[src/rtl/maze_render_pkg.sv]
// rtl/maze_render_pkg.sv - shared constants, colours and FSM states for the maze renderer
package maze_render_pkg;

  localparam int MAZE_W_DEF = 40;
  localparam int MAZE_H_DEF = 30;

  localparam logic [11:0] C_BLANK  = 12'h000;
  localparam logic [11:0] C_WALL   = 12'hFFF;
  localparam logic [11:0] C_PATH   = 12'h000;
  localparam logic [11:0] C_PLAYER = 12'hF00;
  localparam logic [11:0] C_GOAL   = 12'h0F0;

  // Bit positions inside the {up,down,left,right} move vector
  localparam int DIR_UP    = 3;
  localparam int DIR_DOWN  = 2;
  localparam int DIR_LEFT  = 1;
  localparam int DIR_RIGHT = 0;

  typedef enum logic [1:0] {
    ST_IDLE  = 2'd0,
    ST_CHECK = 2'd1,
    ST_EVAL  = 2'd2
  } state_t;

  function automatic logic [10:0] cell_addr(input logic [4:0] row, input logic [5:0] col);
    return {row, col};
  endfunction

endpackage

[src/rtl/maze_render_if.sv]
// rtl/maze_render_if.sv - maze RAM read port (address out, wall bit back one cycle later)
interface maze_render_if;
  logic [10:0] ram_addr;
  logic        ram_data;

  modport master (output ram_addr, input ram_data);
  modport slave  (input ram_addr, output ram_data);
endinterface

[src/rtl/maze_render.sv]
// rtl/maze_render.sv - maze pixel colouring pipeline plus per-frame player move FSM
module maze_render
  import maze_render_pkg::*;
#(
  parameter int MAZE_W  = MAZE_W_DEF,
  parameter int MAZE_H  = MAZE_H_DEF,
  parameter int START_X = 1,
  parameter int START_Y = 1,
  parameter int GOAL_X  = 38,
  parameter int GOAL_Y  = 28
) (
  input  logic               halfClk,
  input  logic               i_Rst,
  input  logic [5:0]         i_XPos,
  input  logic [4:0]         i_YPos,
  input  logic               i_Visible,
  input  logic               i_hsync,
  input  logic               i_vsync,
  input  logic               i_fDrawDone,
  input  logic [3:0]         i_Move,
  maze_render_if.master      ram,
  output logic [3:0]         o_R,
  output logic [3:0]         o_G,
  output logic [3:0]         o_B,
  output logic               o_hsync,
  output logic               o_vsync,
  output logic               o_Win
);

  localparam logic [5:0] COL_LAST  = 6'(MAZE_W - 1);
  localparam logic [4:0] ROW_LAST  = 5'(MAZE_H - 1);
  localparam logic [5:0] START_COL = 6'(START_X);
  localparam logic [4:0] START_ROW = 5'(START_Y);
  localparam logic [5:0] GOAL_COL  = 6'(GOAL_X);
  localparam logic [4:0] GOAL_ROW  = 5'(GOAL_Y);

  state_t      state_q, state_d;
  logic [5:0]  px_q, px_d;
  logic [4:0]  py_q, py_d;
  logic [3:0]  pending_q, pending_d;
  logic [5:0]  tx_q, tx_d;
  logic [4:0]  ty_q, ty_d;
  logic        win_q, win_d;

  logic [5:0]  s1_x_q, s1_x_d;
  logic [4:0]  s1_y_q, s1_y_d;
  logic        s1_vis_q, s1_vis_d;
  logic        s1_hs_q, s1_hs_d;
  logic        s1_vs_q, s1_vs_d;
  logic [11:0] rgb_q, rgb_d;
  logic        hs_q, hs_d;
  logic        vs_q, vs_d;

  logic [5:0]  tgt_x;
  logic [4:0]  tgt_y;
  logic        tgt_ok;

  // Highest-priority pending direction and whether its neighbour lies inside the maze
  always_comb begin
    tgt_x  = px_q;
    tgt_y  = py_q;
    tgt_ok = 1'b0;
    if (pending_q[DIR_UP]) begin
      tgt_y  = py_q - 5'd1;
      tgt_ok = (py_q != 5'd0);
    end else if (pending_q[DIR_DOWN]) begin
      tgt_y  = py_q + 5'd1;
      tgt_ok = (py_q != ROW_LAST);
    end else if (pending_q[DIR_LEFT]) begin
      tgt_x  = px_q - 6'd1;
      tgt_ok = (px_q != 6'd0);
    end else if (pending_q[DIR_RIGHT]) begin
      tgt_x  = px_q + 6'd1;
      tgt_ok = (px_q != COL_LAST);
    end
  end

  always_comb begin
    state_d   = state_q;
    pending_d = pending_q | i_Move;
    px_d      = px_q;
    py_d      = py_q;
    tx_d      = tx_q;
    ty_d      = ty_q;
    win_d     = win_q | ((px_q == GOAL_COL) && (py_q == GOAL_ROW));
    case (state_q)
      ST_IDLE: begin
        if (i_fDrawDone && (pending_q != 4'd0) && !win_q) begin
          if (tgt_ok) begin
            state_d = ST_CHECK;
            tx_d    = tgt_x;
            ty_d    = tgt_y;
          end else begin
            pending_d = i_Move;
          end
        end
      end
      ST_CHECK: state_d = ST_EVAL;
      ST_EVAL: begin
        if (!ram.ram_data) begin
          px_d = tx_q;
          py_d = ty_q;
        end
        pending_d = i_Move;
        state_d   = ST_IDLE;
      end
      default: state_d = ST_IDLE;
    endcase
  end

  // The RAM port is borrowed for the wall lookup only in CHECK, which lands in vertical blank
  always_comb begin
    ram.ram_addr = cell_addr(i_YPos, i_XPos);
    if (state_q == ST_CHECK) ram.ram_addr = cell_addr(ty_q, tx_q);
  end

  always_comb begin
    s1_x_d   = i_XPos;
    s1_y_d   = i_YPos;
    s1_vis_d = i_Visible;
    s1_hs_d  = i_hsync;
    s1_vs_d  = i_vsync;
    hs_d     = s1_hs_q;
    vs_d     = s1_vs_q;
    rgb_d    = C_BLANK;
    if (!s1_vis_q)                                rgb_d = C_BLANK;
    else if ((s1_x_q == px_q) && (s1_y_q == py_q)) rgb_d = C_PLAYER;
    else if ((s1_x_q == GOAL_COL) && (s1_y_q == GOAL_ROW)) rgb_d = C_GOAL;
    else if (ram.ram_data)                        rgb_d = C_WALL;
    else                                          rgb_d = C_PATH;
  end

  always_ff @(posedge halfClk or negedge i_Rst) begin
    if (!i_Rst) begin
      state_q   <= ST_IDLE;
      px_q      <= START_COL;
      py_q      <= START_ROW;
      pending_q <= 4'd0;
      tx_q      <= 6'd0;
      ty_q      <= 5'd0;
      win_q     <= 1'b0;
      s1_x_q    <= 6'd0;
      s1_y_q    <= 5'd0;
      s1_vis_q  <= 1'b0;
      s1_hs_q   <= 1'b1;
      s1_vs_q   <= 1'b1;
      rgb_q     <= 12'd0;
      hs_q      <= 1'b1;
      vs_q      <= 1'b1;
    end else begin
      state_q   <= state_d;
      px_q      <= px_d;
      py_q      <= py_d;
      pending_q <= pending_d;
      tx_q      <= tx_d;
      ty_q      <= ty_d;
      win_q     <= win_d;
      s1_x_q    <= s1_x_d;
      s1_y_q    <= s1_y_d;
      s1_vis_q  <= s1_vis_d;
      s1_hs_q   <= s1_hs_d;
      s1_vs_q   <= s1_vs_d;
      rgb_q     <= rgb_d;
      hs_q      <= hs_d;
      vs_q      <= vs_d;
    end
  end

  assign o_R     = rgb_q[11:8];
  assign o_G     = rgb_q[7:4];
  assign o_B     = rgb_q[3:0];
  assign o_hsync = hs_q;
  assign o_vsync = vs_q;
  assign o_Win   = win_q;

endmodule
[src/flat_wrapper.sv]
// flat-port wrapper written by rule: the top's interface ports become plain ports
module maze_render_flat import maze_render_pkg::*;
#(
  parameter int MAZE_W  = MAZE_W_DEF,
  parameter int MAZE_H  = MAZE_H_DEF,
  parameter int START_X = 1,
  parameter int START_Y = 1,
  parameter int GOAL_X  = 38,
  parameter int GOAL_Y  = 28
)
  (halfClk, i_Rst, i_XPos, i_YPos, i_Visible, i_hsync, i_vsync, i_fDrawDone, i_Move, o_R, o_G, o_B, o_hsync, o_vsync, o_Win, ram_ram_addr, ram_ram_data);
  maze_render_if ram_i ();
  input  logic halfClk;
  input  logic i_Rst;
  input  logic [5:0] i_XPos;
  input  logic [4:0] i_YPos;
  input  logic i_Visible;
  input  logic i_hsync;
  input  logic i_vsync;
  input  logic i_fDrawDone;
  input  logic [3:0] i_Move;
  output logic [3:0] o_R;
  output logic [3:0] o_G;
  output logic [3:0] o_B;
  output logic o_hsync;
  output logic o_vsync;
  output logic o_Win;
  output wire logic [$bits(ram_i.ram_addr)-1:0] ram_ram_addr;
  input wire logic [$bits(ram_i.ram_data)-1:0] ram_ram_data;
  assign ram_ram_addr = ram_i.ram_addr;
  assign ram_i.ram_data = ram_ram_data;
  maze_render #(.MAZE_W(MAZE_W), .MAZE_H(MAZE_H), .START_X(START_X), .START_Y(START_Y), .GOAL_X(GOAL_X), .GOAL_Y(GOAL_Y)) u_core (.halfClk(halfClk), .i_Rst(i_Rst), .i_XPos(i_XPos), .i_YPos(i_YPos), .i_Visible(i_Visible), .i_hsync(i_hsync), .i_vsync(i_vsync), .i_fDrawDone(i_fDrawDone), .i_Move(i_Move), .ram(ram_i), .o_R(o_R), .o_G(o_G), .o_B(o_B), .o_hsync(o_hsync), .o_vsync(o_vsync), .o_Win(o_Win));
endmodule
[config.mk]
export PLATFORM = sky130hd
export DESIGN_NAME = maze_render_flat
export DESIGN_NICKNAME = d
export VERILOG_FILES = /design/src/rtl/maze_render_pkg.sv /design/src/rtl/maze_render_if.sv /design/src/rtl/maze_render.sv /design/src/flat_wrapper.sv
export SDC_FILE = /design/constraint.sdc
export NUM_CORES = 1
export LEC_CHECK = 0
export CAP_MARGIN = 40
export CORE_MARGIN = 2
export CORE_UTILIZATION = 47
export DETAILED_ROUTE_END_ITERATION = 16
export PLACE_DENSITY = 0.78
export RECOVER_POWER = 25
export SLEW_MARGIN = 20
export SYNTH_ARGS = -nofsm -noshare
export SYNTH_HDL_FRONTEND = slang
export SYNTH_SLANG_ARGS = --single-unit
[constraint.sdc]
create_clock -name halfClk -period 2.25 [get_ports halfClk]
set_input_delay 0.45 -clock halfClk [delete_from_list [all_inputs] [get_ports halfClk]]
set_output_delay 0.45 -clock halfClk [all_outputs]
set_load 0.02 [all_outputs]
==> impl_metrics.prom <==
# TYPE chip_impl_metric gauge
chip_impl_metric{name="synth.yosys.seq_area_share",unit="%"} 48.6
chip_impl_metric{name="layout-drive-gt1-share",unit="%"} 27.6
chip_impl_metric{name="vias",unit=""} 1736
chip_impl_metric{name="p_per_area",unit="nW/um2"} 1200
chip_impl_metric{name="dieWidth",unit="um"} 76.7
chip_impl_metric{name="synth-async-reset-ratio",unit="%"} 100
chip_impl_info{name="cp_slowest_cell",value="dfrtp_1"} 1
chip_impl_info{name="timing.hold.worst.class",value="flop to flop"} 1
chip_impl_metric{name="grt_first_pass_wirelength",unit="mm"} 8.68
chip_impl_metric{name="overall_power_of_the_completed_layout",unit="mW"} 3.85
chip_impl_metric{name="clock_skew",unit="ns"} 0.00559
chip_impl_metric{name="power_frac_clock",unit="%"} 17.3
chip_impl_metric{name="period_needed",unit="ns"} 2.18
chip_impl_metric{name="rows",unit=""} 26
chip_impl_metric{name="cell_area_after_synthesis",unit="um2"} 2480
chip_impl_metric{name="cts_num_sinks",unit=""} 48
chip_impl_metric{name="number_of_enable_type_register_cells_in_the_synthesized_netlist",unit=""} 0
chip_impl_metric{name="cts.path.max_buffers",unit=""} 2
chip_impl_metric{name="dr.pass1.iters",unit=""} 4
chip_impl_metric{name="floorplan.initialDensity",unit="%"} 48.7
chip_impl_metric{name="postSynthNetCount",unit=""} 237
chip_impl_metric{name="final_min_period_over_clock_period",unit="%"} 96.8
chip_impl_metric{name="pin_count",unit=""} 48
chip_impl_metric{name="clk-insertion-delay-late",unit="ns"} 0.30
chip_impl_metric{name="congestion_overflow_gr",unit=""} 0
chip_impl_metric{name="wl_per_cell",unit="um"} 15.0
chip_impl_metric{name="cts_made_buffers",unit=""} 5
chip_impl_metric{name="crit_path_max_incr_delay",unit="ns"} 0.38
chip_impl_metric{name="slew_violations",unit=""} 0
chip_impl_metric{name="grt_util_all_layers",unit="%"} 19.0
chip_impl_info{name="worstSetupPathType",value="flop to output pin"} 1
chip_impl_metric{name="grt_antenna_before_repair",unit=""} 0
chip_impl_metric{name="critical_path.max_fanout",unit=""} 10
chip_impl_metric{name="coreArea",unit="um2"} 5110
chip_impl_metric{name="gp_routability_congestion",unit=""} 0.852
chip_impl_metric{name="grt_max_degree",unit=""} 49
chip_impl_info{name="outcome",value="completed"} 1
chip_impl_info{name="clockRootBuffer",value="clkbuf_8"} 1
chip_impl_metric{name="internal_power",unit="mW"} 2.50
chip_impl_metric{name="grt_pass1_vias",unit=""} 1780
chip_impl_metric{name="design.die.area",unit="um2"} 5880
chip_impl_metric{name="dp.final_hpwl",unit="mm"} 3.80
chip_impl_metric{name="holdBufCountCts",unit=""} 0
chip_impl_info{name="path_cells",value="nor2b_2 -> buf_6 -> mux2_2 -> dlygate4sd2_1"} 1
chip_impl_info{name="dominantRegCellSynth",value="dfrtp_1"} 1
chip_impl_metric{name="swShare",unit="%"} 35.2
chip_impl_metric{name="data_required_time_of_the_worst_path",unit="ns"} 1.80
chip_impl_info{name="commonest_non_fill_non_tap_cell_in_the_layout",value="dfrtp_1"} 1
chip_impl_metric{name="postSynthAreaPerCell",unit="um2"} 11.9
chip_impl_metric{name="syn_to_final_growth",unit="%"} 29.3
chip_impl_metric{name="ant_nets",unit=""} 0
chip_impl_metric{name="register_bit_total_from_synthesis",unit=""} 48
chip_impl_metric{name="slew-limit-headroom",unit="%"} 23.2
chip_impl_metric{name="syn-instance-count",unit=""} 208
chip_impl_metric{name="vdd_drop_max",unit="V"} 0.000632
chip_impl_metric{name="leakage",unit="nW"} 1.45
chip_impl_metric{name="route.detailed.drc",unit=""} 0
chip_impl_metric{name="switchingPower",unit="mW"} 1.36
chip_impl_info{name="worstSetupEndpointType",value="output pin"} 1
chip_impl_metric{name="yosys_warnings",unit=""} 0
chip_impl_metric{name="buffer_ports.inserted",unit=""} 47
chip_impl_metric{name="viasPerCell",unit=""} 5.14
chip_impl_metric{name="finalCoreUtilization",unit="%"} 62.9
chip_impl_metric{name="final_net_count",unit=""} 296
chip_impl_info{name="tritoncts",value="yes"} 1
chip_impl_metric{name="p_comb_share",unit="%"} 48.3
chip_impl_info{name="mostFrequentLayoutCells",value="dfrtp_1 (42), buf_4 (22), clkdlybuf4s50_1 (21)"} 1
chip_impl_metric{name="timing_hold_violations_final",unit=""} 0
chip_impl_metric{name="share_seq_of_total_power",unit="%"} 34.3
chip_impl_info{name="setup.worst_path.start_class",value="flop"} 1
chip_impl_metric{name="timing.final.setup_violations",unit=""} 0
chip_impl_metric{name="post_synth_num_cell_types",unit=""} 45
chip_impl_metric{name="detail_route.iter0.violations",unit=""} 51
chip_impl_metric{name="ctsHtreeMaxLevel",unit=""} 2
chip_impl_metric{name="n_antenna_cell",unit=""} 0
chip_impl_metric{name="worstPathArrival",unit="ns"} 1.73
chip_impl_metric{name="path_clk_slew",unit="ns"} 0.08
chip_impl_metric{name="setup_slack_after_placement",unit="ns"} 0.0819
chip_impl_metric{name="post-route-worst-setup-slack",unit="ns"} 0.0727
chip_impl_metric{name="fp.dieH",unit="um"} 76.7
chip_impl_metric{name="drv.max_cap_violation_count",unit=""} 0
chip_impl_metric{name="max_freq",unit="MHz"} 459
chip_impl_metric{name="worst-slew-pin-transition",unit="ns"} 1.15
chip_impl_metric{name="drt_wl_total",unit="mm"} 5.06
==> power by group through the flow <==
stage	logic (mW)	clock network, mW	registers, mW
3_3_place_gp	1.84	0	1.32
5_1_grt	2.05	0.726	1.36
3_5_place_dp	1.87	0	1.33
6_report	1.86	0.668	1.32
2_1_floorplan	1.27	0	1.31
4_1_cts	1.84	0.690	1.32
==> cells by family after synthesis <==
kind of cell | synth area share, %
AO/OA/AOI/OAI | 8.41
multiplexers | 14.3
XOR/XNOR | 7.05
flip-flops | 48.6
adder cells (fa/ha/maj) | 3.52
AND/OR/NAND/NOR | 11.8
buffers and inverters | 6.29
==> flip-flops by register name (all words and copies together) (netlist names), 2 cells and up <==
signal	cells
u_core.s1_y_q	5
u_core.pending_q	4
u_core.py_q	5
u_core.state_q	2
u_core.px_q	6
u_core.s1_x_q	6
u_core.rgb_q	3
u_core.tx_q	6
u_core.ty_q	5
==> what timing repair did <==
action / in CTS / in global routing
endpoints found under the setup margin: 11 / 20
hold endpoints to repair: 0 / 0
gates resized for setup: 12 / 3
cloned: 0 / 0
setup buffers: 0 / 1
pin swaps: 0 / 1
==> area by class of cell <==
| cell class | count | area, um2 |
|---|---|---|
| clock buffers | 7 | 96.3 |
| clock inverters | 1 | 30.0 |
| fillers | 419 | 1900 |
| inverters | 7 | 26.3 |
| multi-input cells | 134 | 1130 |
| flip-flops and latches | 48 | 1210 |
| well taps | 70 | 87.6 |
| repair buffers | 71 | 633 |
==> Yosys cell counts, types with 4 or more instances <==
| cell | number | area share (%) |
|---|---|---|
| nor2_1 | 10 | 1.5 |
| xnor2_1 | 4 | 1.4 |
| a21o_1 | 4 | 1.2 |
| buf_4 | 9 | 2.7 |
| ha_1 | 7 | 3.5 |
| dfrtp_1 | 42 | 42 |
| mux2_4 | 8 | 4.8 |
| clkbuf_1 | 5 | 0.76 |
| xor2_1 | 16 | 5.6 |
| o21ai_0 | 8 | 1.6 |
| nand2_1 | 11 | 1.7 |
| inv_1 | 7 | 1.1 |
| mux2_2 | 19 | 8.6 |
| nor2b_1 | 4 | 1.0 |
| dfstp_2 | 6 | 6.3 |
==> final timing paths <==
check                                              start  slack, ns  cells past startpoint                          to
max reg2reg                   u_core.py_q[1]$_DFFE_PN0P_       0.11                      8  u_core.tx_q[3]$_DFFE_PN0P_
min reg2reg                        u_core.hs_d$_DFF_PN1_       0.36                      0    u_core.o_hsync$_DFF_PN1_
max in group asynchronous                          i_Rst       1.09                      2  u_core.px_q[2]$_DFFE_PN0P_
min in group asynchronous                          i_Rst       0.45                      2  u_core.s1_y_q[2]$_DFF_PN0_
max                        u_core.state_q[0]$_DFFE_PN0P_       0.07                      4             ram_ram_addr[3]
min                                u_core.hs_d$_DFF_PN1_       0.36                      0    u_core.o_hsync$_DFF_PN1_
==> stage by stage <==
stage               std cells  hold slack [ns]  setup TNS, ns  area [um2]
finish                    338            0.359              0        3210
global route              338            0.367       -0.00195        3210
CTS                       337            0.245              0        3200
detailed placement        329            0.348              0        3080
global placement          329            0.346              0        3080
floorplan                 208            0.154              0        2480
==> layer usage <==
layer	vias up	track usage, %	routed length, um
met2	44	30.4	2400
met5	-	0	0
met1	849	25.4	2350
met3	9	4.35	229
met4	0	6.36	80
li1	834	-	-
==> worst max-delay path: cells and delay by family (launching register included) <==
kind,cells,cell delay [ns]
flip-flops,1,0.38
multiplexers,1,0.35
AND/OR/NAND/NOR,1,0.19
buffers and inverters,2,0.50
No activity file was read; power rests on OpenSTA's default activity.
